<file path="src/rtl/fp_rsp_arb_pkg.sv">
// rtl/fp_rsp_arb_pkg.sv - shared FP response types: IEEE flag struct and flag merge helper
package fp_rsp_arb_pkg;

    localparam int WORD_W = 32;
    localparam int FLAG_W = 5;

    typedef struct packed {
        logic nv;
        logic dz;
        logic of;
        logic uf;
        logic nx;
    } fflags_t;

    function automatic fflags_t fflags_or(input fflags_t a, input fflags_t b);
        return a | b;
    endfunction

endpackage

</file>
<file path="src/rtl/fp_rsp_arb_rr_arbiter.sv">
// rtl/fp_rsp_arb_rr_arbiter.sv - round-robin arbiter owning the rotating priority pointer
module fp_rsp_arb_rr_arbiter #(
    parameter int NUM_INPUTS = 4
) (
    input  logic                            clk,
    input  logic                            reset,
    input  logic [NUM_INPUTS-1:0]           req,
    input  logic                            advance,
    output logic [NUM_INPUTS-1:0]           grant,
    output logic [$clog2(NUM_INPUTS)-1:0]   grant_idx
);

    localparam int PW = $clog2(NUM_INPUTS);

    logic [PW-1:0] rr_ptr;
    logic [PW:0]   cand;

    // Scan from the farthest candidate back to rr_ptr so the nearest requester wins.
    always_comb begin
        grant     = '0;
        grant_idx = '0;
        cand      = '0;
        for (int i = NUM_INPUTS - 1; i >= 0; i--) begin
            cand = {1'b0, rr_ptr} + (PW+1)'(i);
            if (cand >= (PW+1)'(NUM_INPUTS)) begin
                cand = cand - (PW+1)'(NUM_INPUTS);
            end
            if (req[cand[PW-1:0]]) begin
                grant                = '0;
                grant[cand[PW-1:0]]  = 1'b1;
                grant_idx            = cand[PW-1:0];
            end
        end
    end

    always_ff @(posedge clk or negedge reset) begin
        if (!reset) begin
            rr_ptr <= '0;
        end else if (advance) begin
            rr_ptr <= (grant_idx == PW'(NUM_INPUTS - 1)) ? '0 : grant_idx + 1'b1;
        end
    end

endmodule

</file>
<file path="src/rtl/fp_rsp_arb.sv">
// rtl/fp_rsp_arb.sv - FP core response arbiter with 2-entry writeback FIFO; FP_RSP_PERF_EN adds perf counters
module fp_rsp_arb
    import fp_rsp_arb_pkg::*;
#(
    parameter int NUM_INPUTS = 4,
    parameter int LANES      = 1,
    parameter int TAGW       = 1
) (
    input  logic                                 clk,
    input  logic                                 reset,
    input  logic [NUM_INPUTS-1:0]                valid_in,
    output logic [NUM_INPUTS-1:0]                ready_in,
    input  logic [NUM_INPUTS*TAGW-1:0]           tag_in,
    input  logic [NUM_INPUTS*LANES*WORD_W-1:0]   data_in,
    input  logic [NUM_INPUTS-1:0]                has_fflags_in,
    input  logic [NUM_INPUTS*LANES*FLAG_W-1:0]   fflags_in,
    output logic                                 valid_out,
    input  logic                                 ready_out,
    output logic [TAGW-1:0]                      tag_out,
    output logic [LANES*WORD_W-1:0]              data_out,
    output logic                                 has_fflags_out,
    output logic [LANES*FLAG_W-1:0]              fflags_out,
    output logic [FLAG_W-1:0]                    fflags_merged
`ifdef FP_RSP_PERF_EN
    ,
    output logic [31:0]                          perf_stall_cycles,
    output logic [31:0]                          perf_conflicts
`endif
);

    localparam int PW = $clog2(NUM_INPUTS);

    typedef struct packed {
        logic [TAGW-1:0]           tag;
        logic [LANES*WORD_W-1:0]   data;
        logic                      has_fflags;
        logic [LANES*FLAG_W-1:0]   fflags;
    } rsp_t;

    rsp_t                   mem [2];
    rsp_t                   head;
    rsp_t                   push_rsp;
    logic                   wr_ptr;
    logic                   rd_ptr;
    logic [1:0]             count;
    logic [NUM_INPUTS-1:0]  grant;
    logic [PW-1:0]          grant_idx;
    logic                   has_room;
    logic                   push;
    logic                   pop;
    fflags_t                merged;

    // Room is judged from the registered count only, keeping ready_out off the ready_in path.
    assign has_room  = (count != 2'd2);
    assign ready_in  = (reset && has_room) ? grant : '0;
    assign push      = |(valid_in & ready_in);
    assign valid_out = (count != 2'd0);
    assign pop       = valid_out && ready_out;

    fp_rsp_arb_rr_arbiter #(
        .NUM_INPUTS (NUM_INPUTS)
    ) u_rr_arbiter (
        .clk        (clk),
        .reset      (reset),
        .req        (valid_in),
        .advance    (push),
        .grant      (grant),
        .grant_idx  (grant_idx)
    );

    always_comb begin
        push_rsp = '0;
        for (int i = 0; i < NUM_INPUTS; i++) begin
            if (grant_idx == PW'(i)) begin
                push_rsp.tag        = tag_in[i*TAGW +: TAGW];
                push_rsp.data       = data_in[i*LANES*WORD_W +: LANES*WORD_W];
                push_rsp.has_fflags = has_fflags_in[i];
                push_rsp.fflags     = fflags_in[i*LANES*FLAG_W +: LANES*FLAG_W];
            end
        end
    end

    always_ff @(posedge clk or negedge reset) begin
        if (!reset) begin
            mem[0] <= '0;
            mem[1] <= '0;
            wr_ptr <= 1'b0;
            rd_ptr <= 1'b0;
            count  <= 2'd0;
        end else begin
            if (push) begin
                mem[wr_ptr] <= push_rsp;
                wr_ptr      <= ~wr_ptr;
            end
            if (pop) begin
                rd_ptr <= ~rd_ptr;
            end
            case ({push, pop})
                2'b10:   count <= count + 2'd1;
                2'b01:   count <= count - 2'd1;
                default: count <= count;
            endcase
        end
    end

    assign head           = mem[rd_ptr];
    assign tag_out        = head.tag;
    assign data_out       = head.data;
    assign has_fflags_out = head.has_fflags;
    assign fflags_out     = head.fflags;

    always_comb begin
        merged = '0;
        for (int l = 0; l < LANES; l++) begin
            merged = fflags_or(merged, head.fflags[l*FLAG_W +: FLAG_W]);
        end
        if (!head.has_fflags) begin
            merged = '0;
        end
    end

    assign fflags_merged = merged;

`ifdef FP_RSP_PERF_EN
    always_ff @(posedge clk or negedge reset) begin
        if (!reset) begin
            perf_stall_cycles <= '0;
            perf_conflicts    <= '0;
        end else begin
            if (valid_out && !ready_out) begin
                perf_stall_cycles <= perf_stall_cycles + 32'd1;
            end
            // More than one bit set: clearing the lowest set bit leaves something.
            if (((valid_in & (valid_in - 1'b1)) != '0) && has_room) begin
                perf_conflicts <= perf_conflicts + 32'd1;
            end
        end
    end
`endif

endmodule

</file>
<file path="config.mk">
export PLATFORM = sky130hd
export DESIGN_NAME = fp_rsp_arb
export DESIGN_NICKNAME = d
export VERILOG_FILES = /design/src/rtl/fp_rsp_arb_pkg.sv /design/src/rtl/fp_rsp_arb_rr_arbiter.sv /design/src/rtl/fp_rsp_arb.sv
export SDC_FILE = /design/constraint.sdc
export NUM_CORES = 1
export LEC_CHECK = 0
export BUFFER_PORTS_ARGS = -buffer_cell sky130_fd_sc_hd__buf_2
export CAP_MARGIN = 25
export CORE_MARGIN = 3
export CORE_UTILIZATION = 40
export CTS_BUF_LIST = sky130_fd_sc_hd__clkbuf_16
export DETAILED_ROUTE_END_ITERATION = 8
export HOLD_SLACK_MARGIN = 0.03
export MAX_ROUTING_LAYER = met4
export PLACE_DENSITY = 0.68
export SLEW_MARGIN = 15
export SYNTH_ARGS = -nofsm -noshare
export SYNTH_HDL_FRONTEND = slang
export SYNTH_HIERARCHICAL = 1
export SYNTH_SLANG_ARGS = --single-unit
</file>
<file path="constraint.sdc">
create_clock -name clk -period 4.5 [get_ports clk]
set_input_delay 0.45 -clock clk [delete_from_list [all_inputs] [get_ports clk]]
set_output_delay 0.45 -clock clk [all_outputs]
set_load 0.01 [all_outputs]
</file>
* After elaboration in Yosys (flattened, before gate mapping)
Index checks and enable logic that the tools add are counted.
** Word-level totals
- Bits in registers :: 84
- Input bits :: 163
- Output and inout port bits :: 49
- Word-level logic and storage cells :: 101
** Operators by class
- Add/sub/neg operators :: 10
- Magnitude comparators :: 15
- Equal/unequal tests :: 6
- Mux-type cells :: 42
- Bitwise operators :: 5
- Reductions and logical operators :: 11
** Operator list (count)
- $mux 39 :: 8
- $bwmux 78 :: 1
- $demux 39 s1 :: 1
- $mux 4 :: 5
- $mux 2 :: 9
- $lt 2x3->1 const B :: 4
- $sub 2x1->2 const B :: 5
- $ge 3x3->1 const B :: 3
- $bmux 1 s2 :: 4
- $demux 1 s2 :: 4
- $ge 2x1->1 const B :: 4
- $mux 1 :: 8
- $logic_and 1x1->1 :: 7
- $add 2x2->3 const B :: 2
- $eq 2x2->1 const B :: 3
- $mux 5 :: 1
- $add 2x1->2 const B :: 2
- $and 4x4->4 :: 1
- $eq 2x1->1 const B :: 2
- $ge 2x2->1 const B :: 2
- $not 1->2 :: 2
- $pmux 2 s2 :: 1
- $reduce_bool 2->1 :: 2
- $reduce_or 4->1 :: 1
- 6 further kinds :: 7

* Longest topological paths before layout
- Depth in word-level cells :: 16
- Gate-level depth with buffers :: 15
- Mapped depth without buffers :: 13

* Modules after synthesis
Netlist, hierarchy kept.
** Modules (own cells, without submodules)
- fp_rsp_arb :: instances 1, cells each 287, area an instance 4621.9 µm², seq. area each 2052.0 µm²
- fp_rsp_arb_rr_arbiter :: instances 1, cells each 74, area an instance 580.6 µm², seq. area each 50.0 µm²

* Worst setup path after synthesis
No wires, ideal clock.
- Path kind :: register to register
- Start point :: reg u_rr_arbiter.rr_ptr[1]
- End point :: reg count[1]
- Library setup time :: 0.079 ns
- Arrival :: 3.540 ns
- Data required time :: 4.421 ns
- Setup slack :: 0.881 ns
- Stages on the path, launching flop included :: 14
- Path buffers :: 1
- Clock period less this slack :: 3.619 ns
- Path through :: dfrtp_1 -> clkbuf_1 -> inv_1 -> ha_1 -> mux4_1 -> nor2_2 -> a22oi_1 -> a31oi_1 -> a22oi_2 -> a211oi_1 -> inv_1 -> ha_1 -> nor2_1 -> xor2_1
** On the way
- Word-level cells in the longest chain between the ends :: 16
- Elaborated cells on any way between the ends :: 54
- Classes of those cells :: 7 x add/sub; 12 x order compare; 2 x eq/ne; 26 x mux; 1 x bitwise; 6 x reduce/logical
** Ends and longest elaborated chain
- start: declaration :: RTL line fp_rsp_arb_rr_arbiter.sv:15 : logic [PW-1:0] rr_ptr;
- start signal: assignment :: RTL line fp_rsp_arb_rr_arbiter.sv:40 : rr_ptr <= (grant_idx == PW'(NUM_INPUTS - 1)) ? '0 : grant_idx + 1'b1;
- $add 2x2->3 :: RTL line fp_rsp_arb_rr_arbiter.sv:24 : cand = {1'b0, rr_ptr} + (PW+1)'(i);
- $ge 3x3->1 or $sub 2x1->2 (tied branches) :: RTL line fp_rsp_arb_rr_arbiter.sv:25, fp_rsp_arb_rr_arbiter.sv:26
- $mux 2 :: RTL line fp_rsp_arb_rr_arbiter.sv:25 : if (cand >= (PW+1)'(NUM_INPUTS)) begin
- $lt 2x3->1 (not written as such) or $ge 2x1->1 (tied branches) :: RTL line fp_rsp_arb_rr_arbiter.sv:30 : grant[cand[PW-1:0]] = 1'b1;
- $logic_and 1x1->1 (not written as such) :: RTL line fp_rsp_arb_rr_arbiter.sv:30
- $mux 1 (not written as such) :: RTL line fp_rsp_arb_rr_arbiter.sv:30
- $demux 1 s2
- $mux 4 (3 in a row) :: RTL line fp_rsp_arb_rr_arbiter.sv:28 : if (req[cand[PW-1:0]]) begin
- $mux 4 * :: RTL line fp_rsp_arb_rr_arbiter.sv:28
- named net grant[2] :: RTL line fp_rsp_arb.sv:46 : logic [NUM_INPUTS-1:0] grant;
- $mux 4 * :: RTL line fp_rsp_arb.sv:55 : assign ready_in = (reset && has_room) ? grant : '0;
- $and 4x4->4 * :: RTL line fp_rsp_arb.sv:56 : assign push = |(valid_in & ready_in);
- $reduce_or 4->1 * :: RTL line fp_rsp_arb.sv:56
- named net push :: RTL line fp_rsp_arb.sv:49 : logic push;
- $eq 2x1->1 or $eq 2x2->1 (tied branches) :: RTL line fp_rsp_arb.sv:98 : case ({push, pop})
- $pmux 2 s2 or $reduce_bool 2->1 (tied branches)
- end signal: assignment :: RTL line fp_rsp_arb.sv:99 : 2'b10: count <= count + 2'd1;
- end signal: assignment :: RTL line fp_rsp_arb.sv:100 : 2'b01: count <= count - 2'd1;
- end signal: assignment :: RTL line fp_rsp_arb.sv:101 : default: count <= count;
- end: declaration :: RTL line fp_rsp_arb.sv:45 : logic [1:0] count;
Mark *: on every way through the listed nets, which the timed path passes. The rest lies on a longest branch. The select of a mux whose other input is x is not followed.
A chain may end at the register's enable or synchronous reset.

* Final worst setup path
- Start point :: reg u_rr_arbiter.rr_ptr[1]
- End point :: reg mem[34] (netlist name)
** On the way
- Elaborated cells on any way between the ends :: 63
- Classes of those cells :: 7 x add/sub; 12 x order compare; 3 x eq/ne; 34 x mux; 1 x bitwise; 6 x reduce/logical
** RTL lines
- $add 2x2->3 :: RTL line fp_rsp_arb_rr_arbiter.sv:24
- $ge 3x3->1 or $sub 2x1->2 (tied branches) :: RTL line fp_rsp_arb_rr_arbiter.sv:25, fp_rsp_arb_rr_arbiter.sv:26
- $mux 2 :: RTL line fp_rsp_arb_rr_arbiter.sv:25
- $lt 2x3->1 (not written as such) or $ge 2x1->1 (tied branches) :: RTL line fp_rsp_arb_rr_arbiter.sv:30
- $logic_and 1x1->1 (not written as such) :: RTL line fp_rsp_arb_rr_arbiter.sv:30
- $mux 1 (not written as such) :: RTL line fp_rsp_arb_rr_arbiter.sv:30
- $demux 1 s2
- $mux 4 (3 in a row) :: RTL line fp_rsp_arb_rr_arbiter.sv:28
- $mux 4 * :: RTL line fp_rsp_arb_rr_arbiter.sv:28
- named net grant[2] :: RTL line fp_rsp_arb.sv:46
- $mux 4 * :: RTL line fp_rsp_arb.sv:55
- $and 4x4->4 * :: RTL line fp_rsp_arb.sv:56
- $reduce_or 4->1 * :: RTL line fp_rsp_arb.sv:56
- end signal: indexed assignment :: RTL line fp_rsp_arb.sv:92 : mem[wr_ptr] <= push_rsp;
- end: declaration :: RTL line fp_rsp_arb.sv:40 : rsp_t mem [2];
Marked as above.

==> out/metrics.cfg <==
[synthesis]
syn_nets = 533
synth_area_um2 = 5200
yosys_warnings = 6
syn_avg_cell_area_um2 = 14.4
yosys.area.top_type = dfrtp_1
synthMuxAreaShare = 0.445
synth_xor_area_frac = 0.00842
synth_compound_area_frac = 0.0467
synth_fa_ha_area_frac = 0.0216
synth-main-ff-cell = dfrtp_1
yosys.area_share.simple = 0.0382
synthArstFlopShare = 1.00
ys_ff_latch = 84
synth_cell_types = 41
synth_area_leaders = dfrtp_1 40%, mux2_2 23%, mux4_2 17%, mux2_4 3.2%, ha_1 2.2%
synth_edf_count = 0
ys_seq_area_frac = 0.404
synth_top_family_by_area = multiplexers
yosysTopAreaCellShare = 0.404
synthCells = 361

[global_route]
antenna_found_initial = 0
gr-total-overflow = 0
grt_first_pass_wirelength_um = 20500
grt_max_degree = 47
grt_pass1_vias = 4173
gr-usage-all-layers = 0.184

[clock_tree]
clkSlewWorstSetupHoldPaths_ps = 60
cts_setup_buffers = 0
clock-sinks = 84
cts_hold_buf = 0
ctsLongestPathBuffers = 2
post_cts_resized = 0
cts_buffers = 9
clkLatencyLatePin_ps = 330
htreeDepth = 3
cts_tree = yes
cts-root-buf = clkbuf_16

[floorplan]
num_io_pins = 212
die_w_um = 120
core-area_um2 = 12700
initial_utilization = 0.411
die_area_um2 = 14400
die_y_um = 120
fp-row-count = 41

[power]
power_w = 0.00542
p_int_w = 0.00340
power.density_nw_per_um2 = 804
swShare = 0.372
pwr-share-comb = 0.611
p_seq_frac = 0.260
ir_worst_vdd_mv = 0.413
leakage_nw = 3.11
switching_power_w = 0.00202
pwr-share-clk = 0.130

[drt]
drt-wirelength-per-cell_um = 17.2
dr.pass1.iters = 5
num_vias = 3969
wl_um = 12800
top_layer = met4
ant_nets = 0
m1WireLength_um = 5260
via_per_inst = 5.33
wl_met2_um = 6400
dr_wl_met3_um = 948
post-route-drc-count = 0
first_iter_violations = 194

[place]
hpwl_um = 9810
routabilityCongestion = 0.773
io_buffers = 211
placed_cells = 728

[timing]
rsz0062_at_grt = no
clock_skew_ps = 6.05
timing.hold.ws_ps = 119
tightest_slew_ps = 710
final_hold_viol_count = 0
setup_tns_ps = 0
setup_violations = 0
max_freq_mhz = 255
slew_viol_final = 0
post-route-min-period_ps = 3920
period_share = 0.871
max_slew_margin = 0.513

[hold_path]
hold_class = input pin to asynchronous set/reset pin

[critical_path]
critPathRequiredTime_ps = 4710
end_kind = flop
path_max_fanout = 21
critPathKind = flop to flop
worst_ep_arrival_time_ps = 4130
start_kind = flop

[layout]
drive_gt1_frac = 0.696
area_growth_pct = 29.5
fillCellCount = 1102
fin_cells = 745
fin_util = 0.532
diodes = 0
nets = 740

[run]
cap_violations = 0

[run_status]
status = complete, no violations

-- layer usage --
metal  GRT usage  vias to the layer above
met5           -                        -
met1       0.223                     1966
met3      0.0353                       19
met4      0.0544                        0
li1            -                     1797
met2       0.313                      187
-- layout by cell type (no fill, tap or decap), types with 3 or more instances in the layout --
cell type / Yosys / routed
mux2_4: 11 / 11
nor2b_1: 6 / 6
dfrtp_1: 84 / 83
mux2_2: 107 / 107
clkinv_1: 0 / 3
a22oi_1: 5 / 5
a31oi_1: 5 / 5
ha_1: 9 / 9
nand3_1: 6 / 6
nor2_1: 12 / 12
nand2_1: 3 / 3
mux2i_1: 4 / 4
clkbuf_16: 0 / 9
buf_2: 12 / 210
buf_4: 4 / 9
a21oi_1: 5 / 4
inv_1: 8 / 9
and2_1: 5 / 5
xnor2_1: 3 / 3
mux4_2: 39 / 39
-- per-stage QoR --
stage,setup WS [ps],cell area [um2]
3_5_place_dp,556,6420
3_3_place_gp,723,6400
6_report,580,6740
4_1_cts,559,6710
2_1_floorplan,881,5200
5_1_grt,374,6740
-- critical path: stages, from the launching register on --
cell and delay [ps]:
dfrtp_1 620, inv_1 200, ha_1 470, mux4_1 430, nor2_2 230, a22oi_1 110
a31oi_1 260, a22oi_2 160, a2111o_2 750, buf_16 270, mux2_4 310
-- worst paths after layout --
path / from / endpoint / slack, ps / cells after the start
setup / recovery: u_rr_arbiter/rr_ptr[1] / mem[34] / 580 / 10
hold / removal: reset / mem[13] / 120 / 1
setup reg to reg: u_rr_arbiter/rr_ptr[1] / mem[34] / 580 / 10
hold reg to reg: count[1] / count[1] / 490 / 1
max in group asynchronous: reset / rd_ptr / 3410 / 2
min in group clk: ready_out / rd_ptr / 460 / 3
-- power groups by stage --
stage / sequential (W) / clock, W / combinational, W
after floorplan: 0.00131 / 0 / 0.00254
after global placement: 0.00139 / 0 / 0.00320
after detailed placement: 0.00142 / 0 / 0.00332
after CTS: 0.00141 / 0.000726 / 0.00334
after global routing: 0.00146 / 0.000757 / 0.00359
final: 0.00141 / 0.000702 / 0.00331
-- kinds of logic after synthesis --
group	after synthesis
compound gates	29
xor+xnor	5
fa+ha+maj	9
buf+inv	33
flops	84
mux	162
simple gates	39
-- area by class of cell --
class | instances | area (um2) | area share
Clock inverter | 7 | 58.8 | 0.00873
Multi-Input combinational cell | 244 | 2930 | 0.435
Timing Repair Buffer | 221 | 1170 | 0.174
Tap cell | 172 | 215 | 0.0319
Sequential cell | 84 | 2100 | 0.312
Clock buffer | 9 | 225 | 0.0334
Inverter | 8 | 30.0 | 0.00446
-- synth_stat cells, types with 2 or more instances --
| cell type | number |
|---|---|
| a22oi_1 | 5 |
| mux2i_1 | 4 |
| buf_1 | 2 |
| buf_2 | 12 |
| nand2_1 | 3 |
| nor2b_1 | 6 |
| clkbuf_1 | 3 |
| mux2_4 | 11 |
| buf_6 | 3 |
| xnor2_1 | 3 |
| nor2_2 | 2 |
| nand3_1 | 6 |
| inv_1 | 8 |
| dfrtp_1 | 84 |
| a2111o_1 | 2 |
| a31oi_1 | 5 |
| and2_1 | 5 |
| buf_4 | 4 |
| nand2b_1 | 2 |
| a21oi_1 | 5 |
| mux2_2 | 107 |
| mux4_2 | 39 |
| ha_1 | 9 |
| a211oi_1 | 2 |
| xor2_1 | 2 |
| nor2_1 | 12 |
-- registers in the layout, indices dropped and copies added, names as in the netlist --
signal and count:
count 2, mem 78, rd_ptr 1, u_rr_arbiter/rr_ptr 2
wr_ptr 1
Power figures use the tool's default switching activity.
